===== src/rtl/slice_cfg_pkg.sv =====
// Shared types and sizing helpers for the slice configuration loader.
package slice_cfg_pkg;

    typedef enum logic [2:0] {
        StIdle,
        StLoad,
        StCheck,
        StCommit,
        StDone,
        StError
    } cfg_state_e;

    localparam int unsigned MaxWordW = 64;

    // Stream bit 0 is the carry-chain select; every LUT image follows it.
    function automatic int unsigned total_bits(input int unsigned num_luts,
                                               input int unsigned l_mem_size);
        return 1 + num_luts * 2 * l_mem_size;
    endfunction

    function automatic int unsigned n_words(input int unsigned tot, input int unsigned word_w);
        return (tot + word_w - 1) / word_w;
    endfunction

    function automatic logic [MaxWordW-1:0] checksum_step(input logic [MaxWordW-1:0] acc,
                                                          input logic [MaxWordW-1:0] word);
        return acc ^ word;
    endfunction

endpackage


===== src/rtl/slice_cfg_shadow.sv =====
// Shadow image register: scatters each accepted word into its stream bit positions.
module slice_cfg_shadow
    import slice_cfg_pkg::*;
#(
    parameter int unsigned NUM_LUTS   = 4,
    parameter int unsigned L_MEM_SIZE = 17,
    parameter int unsigned WORD_W     = 8
) (
    input  logic                                     clk_i,
    input  logic                                     rst_i,
    input  logic                                     clr_i,
    input  logic                                     wr_en_i,
    input  logic [WORD_W-1:0]                        word_i,
    output logic [$clog2(n_words(total_bits(NUM_LUTS, L_MEM_SIZE), WORD_W) + 1)-1:0] word_cnt_o,
    output logic [NUM_LUTS*2*L_MEM_SIZE-1:0]         luts_o,
    output logic                                     pend_cc_o
);

    localparam int unsigned TotalBits = total_bits(NUM_LUTS, L_MEM_SIZE);
    localparam int unsigned NWords    = n_words(TotalBits, WORD_W);
    localparam int unsigned CntW      = $clog2(NWords + 1);

    logic [TotalBits-1:0] img_q, img_d;
    logic [CntW-1:0]      cnt_q, cnt_d;

    // Bits past TotalBits in the final word have no destination and are dropped.
    always_comb begin
        img_d = img_q;
        if (wr_en_i) begin
            for (int k = 0; k < TotalBits; k++) begin
                if (k / WORD_W == int'(cnt_q)) begin
                    img_d[k] = word_i[k % WORD_W];
                end
            end
        end
    end

    always_comb begin
        cnt_d = cnt_q;
        if (clr_i) begin
            cnt_d = '0;
        end else if (wr_en_i) begin
            cnt_d = cnt_q + CntW'(1);
        end
    end

    always_ff @(posedge clk_i) begin
        if (rst_i) begin
            img_q <= '0;
            cnt_q <= '0;
        end else begin
            img_q <= img_d;
            cnt_q <= cnt_d;
        end
    end

    assign word_cnt_o = cnt_q;
    assign luts_o     = img_q[TotalBits-1:1];
    assign pend_cc_o  = img_q[0];

endmodule


===== src/rtl/slice_config_loader.sv =====
// Streams a slice config image into a shadow register and commits it with a one-cycle strobe.
// Define SLICE_CFG_CHECKSUM_EN to require a trailing XOR checksum word before commit.
module slice_config_loader
    import slice_cfg_pkg::*;
#(
    parameter int unsigned S_XX_BASE  = 4,
    parameter int unsigned L_MEM_SIZE = 2**S_XX_BASE + 1,
    parameter int unsigned NUM_LUTS   = 4,
    parameter int unsigned WORD_W     = 8
) (
    input  logic                              config_clk,
    input  logic                              config_rst,
    input  logic                              start,
    input  logic                              abort,
    input  logic [WORD_W-1:0]                 in_data,
    input  logic                              in_valid,
    output logic                              in_ready,
    output logic [NUM_LUTS*2*L_MEM_SIZE-1:0]  luts_config_out,
    output logic                              config_en,
    output logic                              config_use_cc,
    output logic                              busy,
    output logic                              done,
    output logic                              err
);

    localparam int unsigned TotalBits = total_bits(NUM_LUTS, L_MEM_SIZE);
    localparam int unsigned NWords    = n_words(TotalBits, WORD_W);
    localparam int unsigned CntW      = $clog2(NWords + 1);

    cfg_state_e      state_q, state_d;
    logic [CntW-1:0] word_cnt;
    logic            pend_cc;
    logic            use_cc_q;
    logic            accept;
    logic            last_word;
    logic            load_start;
    logic            shadow_wr;

    assign accept     = in_valid && in_ready;
    assign last_word  = (word_cnt == CntW'(NWords - 1));
    assign load_start = (state_q == StIdle || state_q == StDone || state_q == StError) &&
                        start && !abort;
    assign shadow_wr  = (state_q == StLoad) && accept && !abort;

    slice_cfg_shadow #(
        .NUM_LUTS   (NUM_LUTS),
        .L_MEM_SIZE (L_MEM_SIZE),
        .WORD_W     (WORD_W)
    ) u_shadow (
        .clk_i      (config_clk),
        .rst_i      (config_rst),
        .clr_i      (load_start),
        .wr_en_i    (shadow_wr),
        .word_i     (in_data),
        .word_cnt_o (word_cnt),
        .luts_o     (luts_config_out),
        .pend_cc_o  (pend_cc)
    );

`ifdef SLICE_CFG_CHECKSUM_EN
    logic [WORD_W-1:0] cksum_q;
    logic              cksum_ok;

    always_ff @(posedge config_clk) begin
        if (config_rst || load_start) begin
            cksum_q <= '0;
        end else if (shadow_wr) begin
            cksum_q <= WORD_W'(checksum_step(MaxWordW'(cksum_q), MaxWordW'(in_data)));
        end
    end

    assign cksum_ok = (in_data == cksum_q);
`endif

    always_ff @(posedge config_clk) begin
        if (config_rst) begin
            state_q  <= StIdle;
            use_cc_q <= 1'b0;
        end else begin
            state_q <= state_d;
            if (state_q == StCommit) begin
                use_cc_q <= pend_cc;
            end
        end
    end

    always_comb begin
        state_d = state_q;
        case (state_q)
            StIdle, StDone: begin
                if (load_start) state_d = StLoad;
            end
            StLoad: begin
                if (abort) begin
                    state_d = StIdle;
                end else if (accept && last_word) begin
`ifdef SLICE_CFG_CHECKSUM_EN
                    state_d = StCheck;
`else
                    state_d = StCommit;
`endif
                end
            end
`ifdef SLICE_CFG_CHECKSUM_EN
            StCheck: begin
                if (abort) begin
                    state_d = StIdle;
                end else if (accept) begin
                    state_d = cksum_ok ? StCommit : StError;
                end
            end
            StError: begin
                if (load_start) state_d = StLoad;
            end
`endif
            StCommit: state_d = StDone;
            default:  state_d = StIdle;
        endcase
    end

    always_comb begin
        in_ready      = (state_q == StLoad);
        busy          = (state_q == StLoad) || (state_q == StCommit);
        config_en     = (state_q == StCommit);
        done          = (state_q == StDone);
        err           = 1'b0;
        config_use_cc = use_cc_q;
`ifdef SLICE_CFG_CHECKSUM_EN
        in_ready      = in_ready || (state_q == StCheck);
        busy          = busy || (state_q == StCheck);
        err           = (state_q == StError);
`endif
    end

endmodule


===== config.mk =====
export PLATFORM = sky130hd
export DESIGN_NAME = slice_config_loader
export DESIGN_NICKNAME = d
export VERILOG_FILES = /design/src/rtl/slice_cfg_pkg.sv /design/src/rtl/slice_cfg_shadow.sv /design/src/rtl/slice_config_loader.sv
export SDC_FILE = /design/constraint.sdc
export NUM_CORES = 1
export LEC_CHECK = 0
export CORE_ASPECT_RATIO = 2
export CORE_UTILIZATION = 44
export DETAILED_ROUTE_END_ITERATION = 10
export PLACE_DENSITY = 0.86
export RECOVER_POWER = 50
export SYNTH_ARGS = -nofsm -noshare
export SYNTH_HDL_FRONTEND = slang
export SYNTH_SLANG_ARGS = --single-unit

===== constraint.sdc =====
create_clock -name config_clk -period 1.6 [get_ports config_clk]
set_input_delay 0.24 -clock config_clk [delete_from_list [all_inputs] [get_ports config_clk]]
set_output_delay 0.24 -clock config_clk [all_outputs]
set_load 0.01 [all_outputs]

==> results of run 1 <==
## placed cells by master (no fill, tap or decap), types with 6 or more instances in the layout
cell type        netlist  layout
a21oi_1                7       7
buf_12                 0       8
buf_4                  4      40
clkbuf_16              0      17
clkdlybuf4s50_1        0     128
dfxtp_1              146     141
dlymetal6s2s_1         0      16
inv_1                  7       6
mux2i_1              138     137
nand2b_1             147     147
nand3_2               10       9
## per-layer routing
metal | vias to the layer above | track usage [%]
li1 | 2192 | -
met4 | 0 | 13.6
met5 | - | 0
met3 | 43 | 5.17
met2 | 137 | 47.3
met1 | 2230 | 21.7
## power by group through the flow
stage,Combinational (W),Clock (W),Sequential (W)
after detailed placement,0.000360,0,0.00373
after CTS,0.000366,0.00398,0.00365
after global routing,0.000388,0.00412,0.00365
final,0.000368,0.00392,0.00365
after floorplan,0.000199,0,0.00373
after global placement,0.000352,0,0.00373
## worst min-delay path, delay by kind of cell (launching register included)
kind / cells / cell delay (ns)
mux: 1 / 0.06
simple gates: 1 / 0.06
flops: 1 / 0.31
## path summary, 6_finish.rpt
path / start / end / slack [ns]
max: state_q[1]$_SDFFE_PP0P_ / u_shadow.img_q[101]$_SDFFE_PP0P_ / 0.007
min: u_shadow.img_q[70]$_SDFFE_PP0P_ / u_shadow.img_q[70]$_SDFFE_PP0P_ / 0.48
max reg2reg: state_q[1]$_SDFFE_PP0P_ / u_shadow.img_q[101]$_SDFFE_PP0P_ / 0.007
min reg2reg: u_shadow.img_q[70]$_SDFFE_PP0P_ / u_shadow.img_q[70]$_SDFFE_PP0P_ / 0.48
## registers in the layout, indices dropped and copies added (netlist names)
register,count
u_shadow.word_cnt_o,5
config_use_cc,1
state_q,3
u_shadow.img_q,137
## metrics by stage
step / hold WS [ns] / cells / power (W)
final: 0.478 / 895 / 0.00794
after global routing: 0.498 / 895 / 0.00816
after floorplan: 0.452 / 551 / 0.00393
after CTS: 0.476 / 895 / 0.00800
after global placement: 0.460 / 864 / 0.00408
after detailed placement: 0.467 / 864 / 0.00409
## repair_timing
action | CTS | global route
gates resized for setup | 28 | 25
hold endpoints to repair | 0 | 0
pin swaps | 1 | 2
setup endpoints to repair | 98 | 103
## cell type report
type,count,share of cell area (%)
sequential,146,33.6
multi-input combinational,352,33.8
clock inverter,13,1.72
tap,155,2.22
clock buffer,18,4.92
inverter,7,0.301
timing repair buffer,204,23.4
## logic make-up (layout without fill, tap and decap cells)
| logic type | after synthesis | in the layout | share of synthesized area (%) |
|---|---|---|---|
| AO/OA/AOI/OAI | 14 | 14 | 1.33 |
| adder cells (fa/ha/maj) | 5 | 5 | 1.04 |
| buffers and inverters | 53 | 242 | 3.84 |
| flip-flops | 146 | 146 | 48.5 |
| multiplexers | 138 | 138 | 22.9 |
| other | 1 | 1 | 0.0622 |
| AND/OR/NAND/NOR | 194 | 194 | 22.3 |
==> flow_summary.json, run 1 <==
{
  "cp.arrival_ns": 1.88,
  "viasPerCell": 5.14,
  "routed_wl_um": 16500,
  "clock_latency_ns": 0.42,
  "cp.buffers_inverters": 3,
  "post-cts-setup-buffers": 0,
  "grt_usage_pct": 24.0,
  "maxSlewViolCount": 0,
  "drive_above_1_share_pct": 16.4,
  "postLayoutCellArea_um2": 8720,
  "fill_cells": 1022,
  "switching_power_w": 0.00181,
  "holdBufCountCts": 0,
  "row_count": 60,
  "htreeDepth": 4,
  "synthArstFlopShare_pct": 0,
  "fin_crit_sh_pct": 99.5,
  "internal-power_w": 0.00613,
  "drt_iter0_markers": 222,
  "hold_path_depth": 2,
  "postRouteAntennaNets": 0,
  "synth_top_cell_area_share_pct": 48.5,
  "crit_slowest_cell": "dfxtp_2",
  "seqPwrFrac_pct": 46.0,
  "synth_edf_count": 0,
  "die_x_um": 84.8,
  "grt_overflow": 0,
  "place_hpwl_um": 11700,
  "crit_family": "buffers and inverters",
  "maxCapViolCount": 0,
  "yosysMostFrequentCell": "nand2b_1",
  "top_layer_used": "met4",
  "antenna_found_initial": 0,
  "skew_ns": 0.00713,
  "cts_buffer_depth": 2,
  "drtPass1Iterations": 7,
  "p_comb_share_pct": 4.6,
  "fin_ws_ns": 0.00745,
  "syn_area_um2": 6030,
  "multi_input_area_um2": 2950,
  "wl_met1_um": 5820,
  "wl_met3_um": 607,
  "num_io_pins": 155,
  "dpl_cell_area_um2": 8040,
  "pre_cts_ws_ns": -0.339,
  "status": "finished with violations",
  "grt_pass1_wl_um": 25900,
  "core_area_um2": 13400,
  "critical_path_depth": 6,
  "critical_path.max_stage_delay_ns": 0.33,
  "synth_area_leaders": "dfxtp_1 48%, mux2i_1 23%, nand2b_1 15%",
  "rr_worst_depth": 6,
  "path_class": "reg2reg",
  "synth_seq_area_share_pct": 48.5,
  "worstSetupStartpointType": "register",
  "route.detailed.drc": 10,
  "crit_path_max_fanout": 8,
  "cts_buffers": 17,
  "place.port_buffers": 153,
  "hold_class": "reg2reg",
  "grt_max_degree": 32,
  "leakage_nw": 4.32,
  "cp.required_ns": 1.89,
  "cts_tree": "done",
  "clkPwrFrac_pct": 49.4,
  "wl_met2_um": 9450,
  "area_growth_pct": 44.6,
  "ys_ff_latch": 146,
  "grt_pass1_vias": 5004,
  "start_util_pct": 44.9,
  "path_common_cell": "buf_6",
  "dieArea_um2": 14200,
  "postSynthAreaPerCell_um2": 10.9,
  "max_freq_ghz": 0.628,
  "syn_nets": 569,
  "finalCoreUtilization_pct": 64.9,
  "worstPathCellList": "buf_6 > nor4b_4 > buf_6 > nand4_2 > buf_12 > mux2i_1",
  "grt_setup_unrepaired": "true",
  "seq_area_um2": 2930,
  "p_sw_share_pct": 22.8,
  "synthFlopType": "dfxtp_1",
  "synthTopCellsByCount": "147 x nand2b_1, 146 x dfxtp_1, 138 x mux2i_1",
  "slew_headroom_pct": 62.7,
  "layout.nets": 746,
  "end_kind": "register",
  "finalHoldViolCount": 0,
  "max_slew.worst_pin.slew_ns": 0.560,
  "root_buffer": "clkbuf_16",
  "tns_ns": 0,
  "cts_sinks": 146,
  "antennaDiodeCount": 0,
  "vias": 4602,
  "syn_inst": 551,
  "routedWlPerCell_um": 18.5,
  "setup_viol": 0,
  "violations": "design-rule violations",
  "period_minus_slack_ns": 1.59,
  "post_synth_num_cell_types": 39,
  "fp.dieH_um": 168,
  "yosysTopAreaCell": "dfxtp_1",
  "power_density_nw_per_um2": 911,
  "globalplace.congestion": 0.891,
  "yosysWarnings": 0,
  "irDropWorstVdd_uv": 721,
  "clkSlewWorstSetupHoldPaths_ns": 0.06
}
(Power assumes the default switching activity.)
==> run 2, diff against run 1 <==
--- a/config.mk
+++ b/config.mk
@@ -12,4 +12,5 @@
 export RECOVER_POWER = 50
 export SYNTH_ARGS = -nofsm -noshare
 export SYNTH_HDL_FRONTEND = slang
+export SYNTH_HIERARCHICAL = 1
 export SYNTH_SLANG_ARGS = --single-unit
==> flow_summary.json, run 2 <==
{
  "postSynthAreaPerCell_um2": 10.8,
  "crit_path_max_fanout": 8,
  "finalCoreUtilization_pct": 64.0,
  "drive_above_1_share_pct": 13.6,
  "synthFlopType": "dfxtp_1",
  "p_sw_share_pct": 23.2,
  "setup_viol": 120,
  "worstHoldStart": "config_rst",
  "root_buffer": "clkbuf_16",
  "maxSlewViolCount": 0,
  "grt_usage_pct": 23.7,
  "final_cell_mix": "144 x dfxtp_1, 142 x nand2b_1, 131 x mux2i_1",
  "die_x_um": 84.4,
  "syn_nets": 570,
  "cp.arrival_ns": 1.98,
  "end_kind": "register",
  "globalplace.congestion": 0.895,
  "cts_buffer_depth": 2,
  "fin_crit_sh_pct": 106,
  "top_register": "u_shadow/img_q",
  "postRouteAntennaNets": 0,
  "r2r-start": "state_q[1]$_SDFFE_PP0P_",
  "maxCapViolCount": 0,
  "violations": "design-rule violations, negative setup slack",
  "cts_sinks": 146,
  "htreeDepth": 4,
  "worstSetupStartpointType": "register",
  "routedWlPerCell_um": 18.3,
  "clock_latency_ns": 0.41,
  "grt_setup_unrepaired": "true",
  "pre_cts_ws_ns": -0.566,
  "largest_register_ffs": 137,
  "critical_path.max_stage_delay_ns": 0.39,
  "ys_ff_latch": 146,
  "max_freq_ghz": 0.588,
  "grt_pass1_vias": 4716,
  "synth_area_leaders": "dfxtp_1 49%, mux2i_1 22%, nand2b_1 15%",
  "synthArstFlopShare_pct": 0,
  "status": "finished with violations",
  "row_count": 59,
  "clkPwrFrac_pct": 47.9,
  "synth_top_cell_area_share_pct": 48.9,
  "synth_seq_area_share_pct": 48.9,
  "finalHoldViolCount": 0,
  "skew_ns": 0.00913,
  "layout.nets": 732,
  "setup.worst_path.start": "state_q[1]$_SDFFE_PP0P_",
  "power_density_nw_per_um2": 902,
  "seqPwrFrac_pct": 48.1,
  "postLayoutCellArea_um2": 8420,
  "yosysTopAreaCell": "dfxtp_1",
  "fill_cells": 1044,
  "place_inst": 844,
  "core_area_um2": 13100,
  "drt_iter0_markers": 257,
  "grt_max_degree": 52,
  "path_class": "reg2reg",
  "place_hpwl_um": 11200,
  "routed_wl_um": 16100,
  "worstPathCellList": "or3b_4 > nor2_4 > and3b_2 > buf_6 > buf_12 > nand2_8 > mux2i_1",
  "cts_tree": "done",
  "crit_slowest_cell": "or3b_4",
  "leakage_nw": 3.85,
  "dieArea_um2": 14100,
  "post_synth_num_cell_types": 39,
  "start_util_pct": 45.5,
  "switching_power_w": 0.00176,
  "final_cells": 878,
  "irDropWorstVdd_uv": 846,
  "clkSlewWorstSetupHoldPaths_ns": 0.06,
  "period_minus_slack_ns": 1.70,
  "dpl_cell_area_um2": 7780,
  "viasPerCell": 5.07,
  "final_common_cell": "dfxtp_1",
  "grt_overflow": 0,
  "hold_slack_ns": 0.212,
  "crit_family": "simple AND/OR/NAND/NOR gates",
  "num_io_pins": 155,
  "yosysWarnings": 6,
  "place.port_buffers": 153,
  "p_comb_share_pct": 4.0,
  "fin_ws_ns": -0.101,
  "yosysMostFrequentCell": "dfxtp_1",
  "syn_inst": 551,
  "synthTopCellsByCount": "146 x dfxtp_1, 143 x nand2b_1, 131 x mux2i_1",
  "internal-power_w": 0.00583,
  "cp.buffers_inverters": 2,
  "area_growth_pct": 40.8,
  "fp.dieH_um": 167,
  "cp.required_ns": 1.88,
  "hold_class": "in2reg",
  "antennaDiodeCount": 0,
  "synth_edf_count": 0,
  "cts_buffers": 17,
  "drtPass1Iterations": 9,
  "vias": 4453,
  "holdBufCountCts": 0,
  "route.detailed.drc": 11,
  "grt_pass1_wl_um": 25600,
  "syn_area_um2": 5980,
  "antenna_found_initial": 0
}
==> run 2: routing by layer <==
layer	share of wire, %	track usage [%]	up-vias	wire (um)
li1	-	-	2150	-
met1	37	25.1	2172	6010
met2	56	44.8	117	9070
met3	4.8	5.15	14	767
met4	1.6	8.92	0	259
met5	0	0	-	0
==> run 2: power by group through the flow <==
stage / sequential [W] / clock (W) / combinational, W
finish: 0.00365 / 0.00364 / 0.000305
global route: 0.00365 / 0.00388 / 0.000324
CTS: 0.00365 / 0.00370 / 0.000307
detailed placement: 0.00373 / 0 / 0.000302
global placement: 0.00373 / 0 / 0.000298
floorplan: 0.00373 / 0 / 0.000174
==> run 2: area by class of cell <==
cell class,instances,area (um2),area share (%)
Timing Repair Buffer,188,1790,21.3
Clock buffer,19,443,5.26
Clock inverter,13,100,1.19
Inverter,5,18.8,0.223
Multi-Input combinational cell,355,2950,35.0
Sequential cell,146,2930,34.8
Tap cell,152,190,2.26
==> run 2: final timing paths <==
kind,endpoint,slack (ns),cells after the start
setup reg to reg,u_shadow/img_q[76]$_SDFFE_PP0P_,-0.10,7
hold reg to reg,u_shadow/img_q[120]$_SDFFE_PP0P_,0.46,2
hold / removal,u_shadow/img_q[124]$_SDFFE_PP0P_,0.21,2
setup / recovery,u_shadow/img_q[76]$_SDFFE_PP0P_,-0.10,7
==> run 2: logic make-up (layout without fill, tap and decap cells) <==
kind of cell	after synthesis	in the layout	share of synthesized area, %
fa+ha+maj	6	6	1.26
buf+inv	50	225	4.12
other cells	1	1	0.0627
mux	131	131	21.9
flops	146	146	48.9
compound gates	11	11	1.13
simple gates	203	203	22.1
xor+xnor	3	3	0.440
==> run 2: repair_timing <==
| item | in CTS | in global routing |
|---|---|---|
| pin swaps | 2 | 3 |
| endpoints found under the setup margin | 140 | 158 |
| buffers inserted | 3 | 0 |
| resized for setup | 44 | 20 |
==> run 2: metrics by stage <==
stage	power (W)	setup TNS, ns
finish	0.00759	-5.61
global placement	0.00402	-60.71
global route	0.00785	-15.99
CTS	0.00766	-6.80
floorplan	0.00390	-0.294
detailed placement	0.00403	-67.99
